**src/rtl/mem_wb_stage_lsu_pkg.sv**
```systemverilog
// Shared types for the MEM/WB stage: load encodings, stage FSM states and per-load metadata.
package mem_wb_stage_lsu_pkg;

  // Metadata fields are sized for the widest legal configuration; narrower builds zero-extend.
  localparam int MAX_RD_W  = 8;
  localparam int MAX_OFF_W = 3;

  typedef enum logic [2:0] {
    LT_NONE = 3'b000,
    LT_LB   = 3'b001,
    LT_LH   = 3'b010,
    LT_LW   = 3'b011,
    LT_LBU  = 3'b100,
    LT_LHU  = 3'b101,
    LT_LWU  = 3'b110,
    LT_LD   = 3'b111
  } load_type_e;

  typedef enum logic [1:0] {IDLE, WAIT, HOLD, DRAIN} wb_state_e;

  typedef struct packed {
    logic [MAX_RD_W-1:0]  rd;
    logic                 wb_en;
    logic                 fwb_en;
    load_type_e           load_type;
    logic [MAX_OFF_W-1:0] byte_off;
  } wb_meta_t;

  function automatic logic is_load(input load_type_e t);
    return t != LT_NONE;
  endfunction

endpackage

```
**src/rtl/mem_wb_stage_lsu_align.sv**
```systemverilog
// Load-return aligner: shifts the bus word by the byte offset, then sign/zero-extends per load type.
module load_align_ext
  import mem_wb_stage_lsu_pkg::*;
#(
  parameter  int XLEN  = 32,
  localparam int OFF_W = $clog2(XLEN/8)
) (
  input  logic [XLEN-1:0]  rdata,
  input  logic [OFF_W-1:0] byte_off,
  input  load_type_e       load_type,
  output logic [XLEN-1:0]  data
);

  logic [XLEN-1:0] sh;
  assign sh = rdata >> {byte_off, 3'b000};

  // Word-unsigned and doubleword loads have no meaning on a 32-bit datapath and return 0.
  always_comb begin
    data = '0;
    case (load_type)
      LT_LB:   data = XLEN'($signed(sh[7:0]));
      LT_LH:   data = XLEN'($signed(sh[15:0]));
      LT_LW:   data = XLEN'($signed(sh[31:0]));
      LT_LBU:  data = XLEN'(sh[7:0]);
      LT_LHU:  data = XLEN'(sh[15:0]);
      LT_LWU:  if (XLEN == 64) data = XLEN'(sh[31:0]);
      LT_LD:   if (XLEN == 64) data = sh;
      default: data = '0;
    endcase
  end

endmodule

```
**src/rtl/mem_wb_stage_lsu.sv**
```systemverilog
// MEM/WB pipeline register with a load-return unit: waits on dm_rvalid, captures under stall,
// and drains responses orphaned by a flush.
module mem_wb_stage_lsu
  import mem_wb_stage_lsu_pkg::*;
#(
  parameter  int XLEN  = 32,
  parameter  int RD_W  = 6,
  localparam int OFF_W = $clog2(XLEN/8)
) (
  input  logic             clk,
  input  logic             rst,
  input  logic             stall,
  input  logic             flush,
  input  logic             in_valid,
  output logic             in_ready,
  input  logic             wb_en_MEM,
  input  logic             fwb_en_MEM,
  input  logic [2:0]       load_type_MEM,
  input  logic [RD_W-1:0]  rd_addr_MEM,
  input  logic [XLEN-1:0]  alu_out_MEM,
  input  logic [OFF_W-1:0] byte_off_MEM,
  input  logic             dm_rvalid,
  input  logic [XLEN-1:0]  dm_rdata,
  output logic             wb_valid,
  output logic             wb_en_WB,
  output logic             fwb_en_WB,
  output logic [RD_W-1:0]  rd_addr_WB,
  output logic [XLEN-1:0]  wb_data_WB,
  output logic             load_busy
);

  wb_state_e       state;
  wb_meta_t        meta;
  logic [XLEN-1:0] cap_q;
  logic [XLEN-1:0] align_src;
  logic [XLEN-1:0] ext_data;
  load_type_e      lt_in;
  logic            accept;
  logic            unused_meta;

  assign lt_in     = load_type_e'(load_type_MEM);
  assign in_ready  = !rst && (state == IDLE) && !stall;
  assign load_busy = (state != IDLE);
  assign accept    = in_valid && in_ready && !flush;
  assign align_src = (state == HOLD) ? cap_q : dm_rdata;
  assign unused_meta = ^{meta.rd, meta.byte_off};

  load_align_ext #(.XLEN(XLEN)) u_align (
    .rdata    (align_src),
    .byte_off (meta.byte_off[OFF_W-1:0]),
    .load_type(meta.load_type),
    .data     (ext_data)
  );

  always_ff @(posedge clk or posedge rst) begin
    if (rst) begin
      state      <= IDLE;
      meta       <= '0;
      cap_q      <= '0;
      wb_valid   <= 1'b0;
      wb_en_WB   <= 1'b0;
      fwb_en_WB  <= 1'b0;
      rd_addr_WB <= '0;
      wb_data_WB <= '0;
    end else if (flush) begin
      // Flush wins over stall; a response arriving with the flush is consumed and dropped.
      wb_valid  <= 1'b0;
      wb_en_WB  <= 1'b0;
      fwb_en_WB <= 1'b0;
      case (state)
        WAIT:    state <= dm_rvalid ? IDLE : DRAIN;
        HOLD:    state <= IDLE;
        DRAIN:   if (dm_rvalid) state <= IDLE;
        default: state <= IDLE;
      endcase
    end else if (stall) begin
      case (state)
        WAIT: if (dm_rvalid) begin
          cap_q <= dm_rdata;
          state <= HOLD;
        end
        DRAIN:   if (dm_rvalid) state <= IDLE;
        default: ;
      endcase
    end else begin
      case (state)
        IDLE: begin
          if (accept && is_load(lt_in)) begin
            meta <= '{rd: MAX_RD_W'(rd_addr_MEM), wb_en: wb_en_MEM, fwb_en: fwb_en_MEM,
                      load_type: lt_in, byte_off: MAX_OFF_W'(byte_off_MEM)};
            state     <= WAIT;
            wb_valid  <= 1'b0;
            wb_en_WB  <= 1'b0;
            fwb_en_WB <= 1'b0;
          end else if (accept) begin
            wb_valid   <= 1'b1;
            wb_en_WB   <= wb_en_MEM;
            fwb_en_WB  <= fwb_en_MEM;
            rd_addr_WB <= rd_addr_MEM;
            wb_data_WB <= alu_out_MEM;
          end else begin
            wb_valid  <= 1'b0;
            wb_en_WB  <= 1'b0;
            fwb_en_WB <= 1'b0;
          end
        end
        WAIT, HOLD: begin
          // align_src already selects the capture register while in HOLD.
          if (state == HOLD || dm_rvalid) begin
            wb_valid   <= 1'b1;
            wb_en_WB   <= meta.wb_en;
            fwb_en_WB  <= meta.fwb_en;
            rd_addr_WB <= meta.rd[RD_W-1:0];
            wb_data_WB <= ext_data;
            state      <= IDLE;
          end else begin
            wb_valid  <= 1'b0;
            wb_en_WB  <= 1'b0;
            fwb_en_WB <= 1'b0;
          end
        end
        default: begin
          wb_valid  <= 1'b0;
          wb_en_WB  <= 1'b0;
          fwb_en_WB <= 1'b0;
          if (dm_rvalid) state <= IDLE;
        end
      endcase
    end
  end

endmodule

```
**config.mk**
```make
export PLATFORM = sky130hd
export DESIGN_NAME = mem_wb_stage_lsu
export DESIGN_NICKNAME = d
export VERILOG_FILES = /design/src/rtl/mem_wb_stage_lsu_pkg.sv /design/src/rtl/mem_wb_stage_lsu_align.sv /design/src/rtl/mem_wb_stage_lsu.sv
export SDC_FILE = /design/constraint.sdc
export NUM_CORES = 1
export LEC_CHECK = 0
export ABC_CLOCK_PERIOD_IN_PS = 3200
export BUFFER_PORTS_ARGS = -buffer_cell sky130_fd_sc_hd__buf_4
export CORE_ASPECT_RATIO = 1.2
export CORE_MARGIN = 1.5
export CORE_UTILIZATION = 54
export DETAILED_ROUTE_END_ITERATION = 12
export PLACE_DENSITY = 0.81
export SLEW_MARGIN = 20
export SYNTH_ARGS = -nofsm -noshare
export SYNTH_HDL_FRONTEND = slang
export SYNTH_SLANG_ARGS = --single-unit
```
**constraint.sdc**
```tcl
create_clock -name clk -period 3.2 [get_ports clk]
set_input_delay 0.64 -clock clk [delete_from_list [all_inputs] [get_ports clk]]
set_output_delay 0.64 -clock clk [all_outputs]
set_load 0.1 [all_outputs]
```
==> metrics.txt, run 1 <==
Area contributors post-synth dfrtp_1 44%, mux2_2 11%, mux2i_1 7.8%; Buf/Inv on CP 1; #FFs+latches synth 88; Rel. slew slack 29.8%; Worst Setup End Kind register; final net count 665; port bufs 125; Iteration-0 DRC Markers 404; clk_skew 0.0136 ns; root buffer cell clkbuf_8; critical path's slowest cell nor3_2; post-route antenna net violation count 0; proportion of layout cells with a drive suffix above 1 38.4%; Final setup viols 0; Avg Cell Area, Syn 10.8 µm²; storage element area 2200 µm²; crit share post-route 83.0%; CP max FO 16; routability cong. 0.952; CTS clk-pin slew, worst paths 0.09 ns; initial antenna violation count 0; WL/cell 18.4 µm; Hold Buf Count CTS 0; drt first pass iters 4; core area 9030 µm²; gr usage total 27.5%; Post-synth EDFFs 0; Top Usage Layer GRT met2; Worst-Skew Late Latency 0.36 ns; synth cell count leaders 88 x dfrtp_1, 49 x mux2_2, 49 x nor2_1, 39 x mux2i_1, 29 x nand2b_1; post-synthesis cell type count 43; die footprint 9840 µm²; vias post-DR 4130; fmax 0.376 GHz; Ports 126; height of the chip 108 µm; Hold Crit Class in -> async; final worst slack 0.543 ns; cts repair resizes 0; cts bufs inserted 9; most frequent cell after synthesis dfrtp_1; fin. max-slew vios 0; # clock sinks 88; post-synth top area share 44.1%; FP Rows 38; CTS tree built; CP required 3.48 ns; ys async rst share 100%; ant diodes 0; syn_nets 550; fillers 674; crit path kind reg -> reg; Crit path largest cell delay 0.81 ns; initial core utilization 55.3%; Max Cap Violations 0; multi-input logic area 2560 µm²; M2 GR Usage 48.4%; YS warnings 0; hpwl dp 9800 µm; clk buf depth 2; top cell family by delay on the critical path simple AND/OR/NAND/NOR gates; Post-Route WL 12900 µm; RSZ-0062 raised after global routing no; DRC 0; post-synth top area cell dfrtp_1; status complete, no violations; gr ovfl total 0; Arr. time, crit path 2.93 ns; Post-Syn Area 4990 µm²; ys flop type dfrtp_1; CP startpoint kind register; minimum clock period 2.66 ns; met3 Use GR 3.31%; setup tns final 0 ns; P&R area growth vs syn 25.3%; sequential-to-total area share from yosys stat 44.1%; Syn Inst Count 463; Layout Utilization 69.3%; largest net degree at the start of global routing 49; first-pass GRT wire length 21000 µm; Post-CTS Setup Inserts 0; die width 90.8 µm; H-Tree Depth 3; GR Layer Usage met1 34.3%; critical path, cell by cell inv_1 > ha_1 > mux2i_1 > a2bb2oi_2 > nor3_2 > o31ai_1 > a31oi_1; Worst Max-Slew Pin Slew 1.05 ns; Setup WS pre-CTS 0.649 ns; vias per inst 5.87; final-report hold violation count 0; vias in the first global route 4135
## path summary, 6_finish.rpt
kind / startpoint / end / slack, ns / cells past startpoint
hold reg to reg: wb_data_WB[2] / wb_data_WB[2] / 0.51 / 1
max in group asynchronous: rst / wb_data_WB[31] / 1.96 / 3
hold / removal: rst / wb_en_WB / 0.43 / 2
min in group clk: flush / wb_en_WB / 0.48 / 2
setup / recovery: state[0] / wb_data_WB[28] / 0.54 / 7
setup reg to reg: state[0] / wb_data_WB[28] / 0.54 / 7
## sequential cells by signal (all words and copies together) (netlist names)
register,flops
cap_q,32
wb_en_WB,1
fwb_en_WB,1
wb_data_WB,32
meta,13
state,2
rd_addr_WB,6
wb_valid,1
## cell type report
class,count,area share (%)
Multi-Input combinational cell,329,40.9
Sequential cell,88,35.2
Timing Repair Buffer,137,16.6
Tap cell,120,2.40
Clock buffer,10,2.20
Clock inverter,6,1.84
Inverter,13,0.800
## placed cells by master, fill, tap and decap left out, types with 10 or more instances in the layout
master / netlist / routed
a21oi_1: 11 / 11
clkbuf_8: 0 / 10
o31ai_1: 16 / 16
mux2_2: 49 / 49
a31oi_1: 25 / 25
nand2b_1: 29 / 29
dfrtp_1: 88 / 88
nor2_1: 49 / 49
mux2i_1: 39 / 39
buf_4: 2 / 136
nand2_1: 16 / 16
o21ai_0: 14 / 14
inv_1: 12 / 11
## routing by layer
metal | share of wire (%) | up-vias
li1 | - | 1908
met1 | 41 | 2040
met2 | 51 | 152
met3 | 4.7 | 30
met4 | 2.8 | 0
met5 | 0 | -
## kinds of logic (layout without fill, tap and decap cells)
logic type | count (synthesis) | after routing | share of synthesized area, %
AOI/OAI and AO/OA | 101 | 101 | 14.2
DFF | 88 | 88 | 44.1
muxes | 97 | 97 | 22.9
adders and majority gates | 4 | 4 | 1.00
and+or+nand+nor | 127 | 127 | 13.0
buffers and inverters | 46 | 166 | 4.74
## stage by stage
step	hold slack (ns)	std cells	instance area, µm²
finish	0.435	703	6260
detailed placement	0.487	687	6000
global route	0.486	703	6260
global placement	0.483	687	6000
CTS	0.469	703	6260
floorplan	0.474	463	5000
Power of run 1 is not shown: default switching activity piles up to over one toggle a cycle in this logic, so the estimate is an artifact.
==> run 2, diff against run 1 <==
- ABC_CLOCK_PERIOD_IN_PS: 3200 -> 2700
- clock period: 3.2 -> 2.7 ns (I/O delays scaled with it)
==> metrics.txt, run 2 (synthesis gave the netlist of run 1 again) <==
status complete, no violations; CP max FO 28; fmax 0.403 GHz; gr usage total 26.3%; setup tns final 0 ns; Post-Route WL 12600 µm; port bufs 125; RSZ-0062 raised after global routing no; Post-CTS Setup Inserts 0; ant diodes 0; root buffer cell clkbuf_8; drt first pass iters 5; post-route antenna net violation count 0; most frequent cells in the layout 140 x buf_4, 88 x dfrtp_1, 49 x nor2_1, 49 x mux2_2, 39 x mux2i_1; clk buf depth 2; P&R area growth vs syn 25.7%; FP Rows 38; fillers 703; largest net degree at the start of global routing 89; vias post-DR 4055; Max Cap Violations 0; vias per inst 5.74; final net count 671; fin. max-slew vios 0; core area 9030 µm²; critical path's slowest cell dfrtp_1; top cell family by delay on the critical path compound AO/OA/AOI/OAI gates; crit path kind reg -> reg; first-pass GRT wire length 20100 µm; Final setup viols 0; routability cong. 0.891; # clock sinks 88; Worst Setup End Kind register; Hold Crit Class in -> async; crit share post-route 91.9%; Worst Max-Slew Pin Slew 0.782 ns; DRC 0; cts bufs inserted 9; vias in the first global route 4024; clk_skew 0.00680 ns; H-Tree Depth 3; initial antenna violation count 0; CP startpoint kind register; commonest non-fill, non-tap cell in the layout buf_4; minimum clock period 2.48 ns; proportion of layout cells with a drive suffix above 1 38.8%; Ports 126; Rel. slew slack 47.9%; Worst-Skew Late Latency 0.37 ns; Crit path largest cell delay 0.42 ns; Iteration-0 DRC Markers 336; CTS clk-pin slew, worst paths 0.08 ns; height of the chip 108 µm; Top Registers cap_q (32), wb_data_WB (32), meta (13); die width 90.8 µm; critical path, cell by cell inv_1 > ha_1 > buf_12 > mux2_2 > o2bb2ai_1 > o21ba_2 > o21ai_0 > a31oi_1; initial core utilization 55.3%; WL/cell 17.8 µm; final-report hold violation count 0; CTS tree built; Arr. time, crit path 2.72 ns; die footprint 9840 µm²; gr ovfl total 0; CP required 2.94 ns; Buf/Inv on CP 2; hpwl dp 9590 µm
==> run 2: timing repair <==
item / in CTS / in global routing
endpoints found under the setup margin: 0 / 14
resized for setup: 0 / 1
hold buffers: 0 / 0
==> run 2: stage by stage <==
step           std cells  util, %  instance area [µm²]  setup slack [ns]  hold slack, ns
5_1_grt              707     69.5                 6280             0.121           0.362
3_5_place_dp         693     67.3                 6080             0.170           0.481
4_1_cts              707     69.4                 6270             0.155           0.355
3_3_place_gp         693     67.3                 6080             0.250           0.481
6_report             707     69.5                 6280             0.218           0.313
2_1_floorplan        463        -                 5000           0.00813           0.474
==> run 2: tightest hold or removal path: cells and delay by family <==
| family | cells | cell delay [ns] |
|---|---|---|
| buf+inv | 3 | 0.57 |
==> run 2: per-layer routing <==
layer / global-route usage [%] / up-vias / share of wire (%)
met1: 33.4 / 1966 / 42
met3: 3.59 / 28 / 5.2
met4: 13.3 / 0 / 3.0
li1: - / 1916 / -
met2: 44.4 / 145 / 50
met5: 0 / - / 0
==> run 2: layout make-up <==
| class | count | area, µm² | area share [%] |
|---|---|---|---|
| multi-input cells | 329 | 2570 | 40.9 |
| flip-flops and latches | 88 | 2200 | 35.1 |
| repair buffers | 143 | 1110 | 17.7 |
| clock buffers | 11 | 151 | 2.41 |
| well taps | 120 | 150 | 2.39 |
| inverters | 13 | 52.6 | 0.837 |
| clock inverters | 3 | 42.5 | 0.678 |
==> run 2: path summary, 6_finish.rpt <==
check                                 from              to  slack [ns]  cells past startpoint
max                               state[0]  wb_data_WB[10]        0.22                      8
min                                    rst       fwb_en_WB        0.31                      3
max reg2reg                       state[0]  wb_data_WB[10]        0.22                      8
min reg2reg                  wb_data_WB[5]   wb_data_WB[5]        0.50                      1
max in group asynchronous              rst         meta[5]        1.99                      3
min in group clk           byte_off_MEM[1]         meta[1]        0.38                      3
Power of run 2 is left out for the same reason.
==> run 3, diff against run 2 <==
- CTS_CLUSTER_SIZE: unset -> 30
- SETUP_SLACK_MARGIN: unset -> 0.4
==> metrics.txt, run 3 (synthesis gave the netlist of run 1 again) <==
die footprint 9840 µm²; CTS tree built; Worst-Skew Late Latency 0.37 ns; final worst slack 0.427 ns; cts bufs inserted 9; Iteration-0 DRC Markers 269; GR Layer Usage met1 35.1%; minimum clock period 2.27 ns; Hold Crit Class in -> async; most frequent cells in the layout 134 x buf_4, 88 x dfrtp_1, 49 x nor2_1; CP max FO 4; FP Rows 38; routability cong. 0.852; vias in the first global route 4008; fillers 726; Ports 126; core area 9030 µm²; met3 Use GR 2.74%; WL/cell 18.8 µm; Arr. time, crit path 1.73 ns; largest net degree at the start of global routing 89; P&R area growth vs syn 28.5%; fin. max-slew vios 0; first-pass GRT wire length 20400 µm; critical path's slowest cell dfrtp_1; DRC 0; Worst Setup End Kind output pin; setup tns final 0 ns; vias post-DR 4018; post-route antenna net violation count 0; Worst R2R Start state[0]; crit path kind reg -> out; M2 GR Usage 46.0%; RSZ-0062 raised after global routing yes; Worst Max-Slew Pin Slew 0.593 ns; commonest non-fill, non-tap cell in the layout buf_4; Crit path largest cell delay 0.42 ns; Final setup viols 0; Top Usage Layer GRT met2; root buffer cell clkbuf_8; crit share post-route 84.2%; fmax 0.440 GHz; crit path launch state[0]; gr usage total 26.6%; height of the chip 108 µm; final-report hold violation count 0; H-Tree Depth 3; clk_skew 0.00867 ns; CP startpoint kind register; Post-CTS Setup Inserts 0; Worst Hold Margin 0.332 ns; CP required 2.16 ns; Setup WS pre-CTS 0.234 ns; CTS clk-pin slew, worst paths 0.09 ns; die width 90.8 µm; status complete, no violations; drt first pass iters 5; hpwl dp 9360 µm; Hold Buf Count CTS 0; proportion of layout cells with a drive suffix above 1 41.0%; # clock sinks 88; Max Cap Violations 0; clk buf depth 2; critical path, cell by cell inv_1 > ha_2 > nor3b_4 > buf_4; final net count 668; vias per inst 5.69; initial antenna violation count 0; Rel. slew slack 60.3%; port bufs 125; Post-Route WL 13300 µm; Top Registers cap_q (32), wb_data_WB (32), meta (13); gr ovfl total 0; initial core utilization 55.3%; ant diodes 0
## run 3: changes by cell type in the layout (fill, tap and decap cells not counted), moves of 2 or more
cell / previous run / this run
mux2i_1: 39 / 36
a21oi_1: 11 / 7
mux2_4: 0 / 10
clkinv_4: 0 / 2
mux2i_2: 0 / 3
o21ai_0: 14 / 12
ha_1: 4 / 2
a21oi_2: 0 / 4
mux2_2: 49 / 39
buf_4: 140 / 134
## run 3: per-layer routing
metal  wire length, µm  up-vias  part of all wire (%)
li1                  -     1904                     -
met1              5780     1976                    44
met2              6750      121                    51
met3               502       17                   3.8
met4               236        0                   1.8
met5                 0        -                     0
## run 3: area by class of cell
class,count,area (µm²),area share [%]
well taps,120,150,2.34
multi-input cells,330,2680,41.8
flip-flops and latches,88,2200,34.3
inverters,13,52.6,0.819
clock inverters,6,92.6,1.44
repair buffers,139,1100,17.2
clock buffers,10,138,2.14
## run 3: what timing repair did
| action | CTS | global route |
|---|---|---|
| resized for setup | 6 | 6 |
| endpoints found under the setup margin | 38 | 38 |
| pin swaps | 0 | 0 |
| cloned | 0 | 2 |
## run 3: critical path, delay by kind of cell (launching register included)
| kind | cells | cell delay, ns |
|---|---|---|
| flip-flops | 1 | 0.42 |
| adder cells (fa/ha/maj) | 1 | 0.24 |
| AND/OR/NAND/NOR | 1 | 0.23 |
| buffers and inverters | 2 | 0.47 |
## run 3: worst paths after layout
path / to / slack, ns / cells past startpoint
worst min-delay path: meta[7] / 0.33 / 3
worst max-delay path: in_ready / 0.43 / 4
min in group clk: meta[1] / 0.39 / 3
max in group asynchronous: cap_q[0] / 2.02 / 3
worst min register to register: wb_data_WB[4] / 0.51 / 1
worst max register to register: wb_data_WB[18] / 0.48 / 8
## run 3: per-stage QoR
step | util, % | cell area [µm²] | cells
CTS | 70.4 | 6360 | 704
detailed placement | 67.6 | 6110 | 688
global placement | 67.6 | 6110 | 688
floorplan | - | 5140 | 463
global route | 71.1 | 6420 | 706
finish | 71.1 | 6420 | 706
Power of run 3 is left out for the same reason.
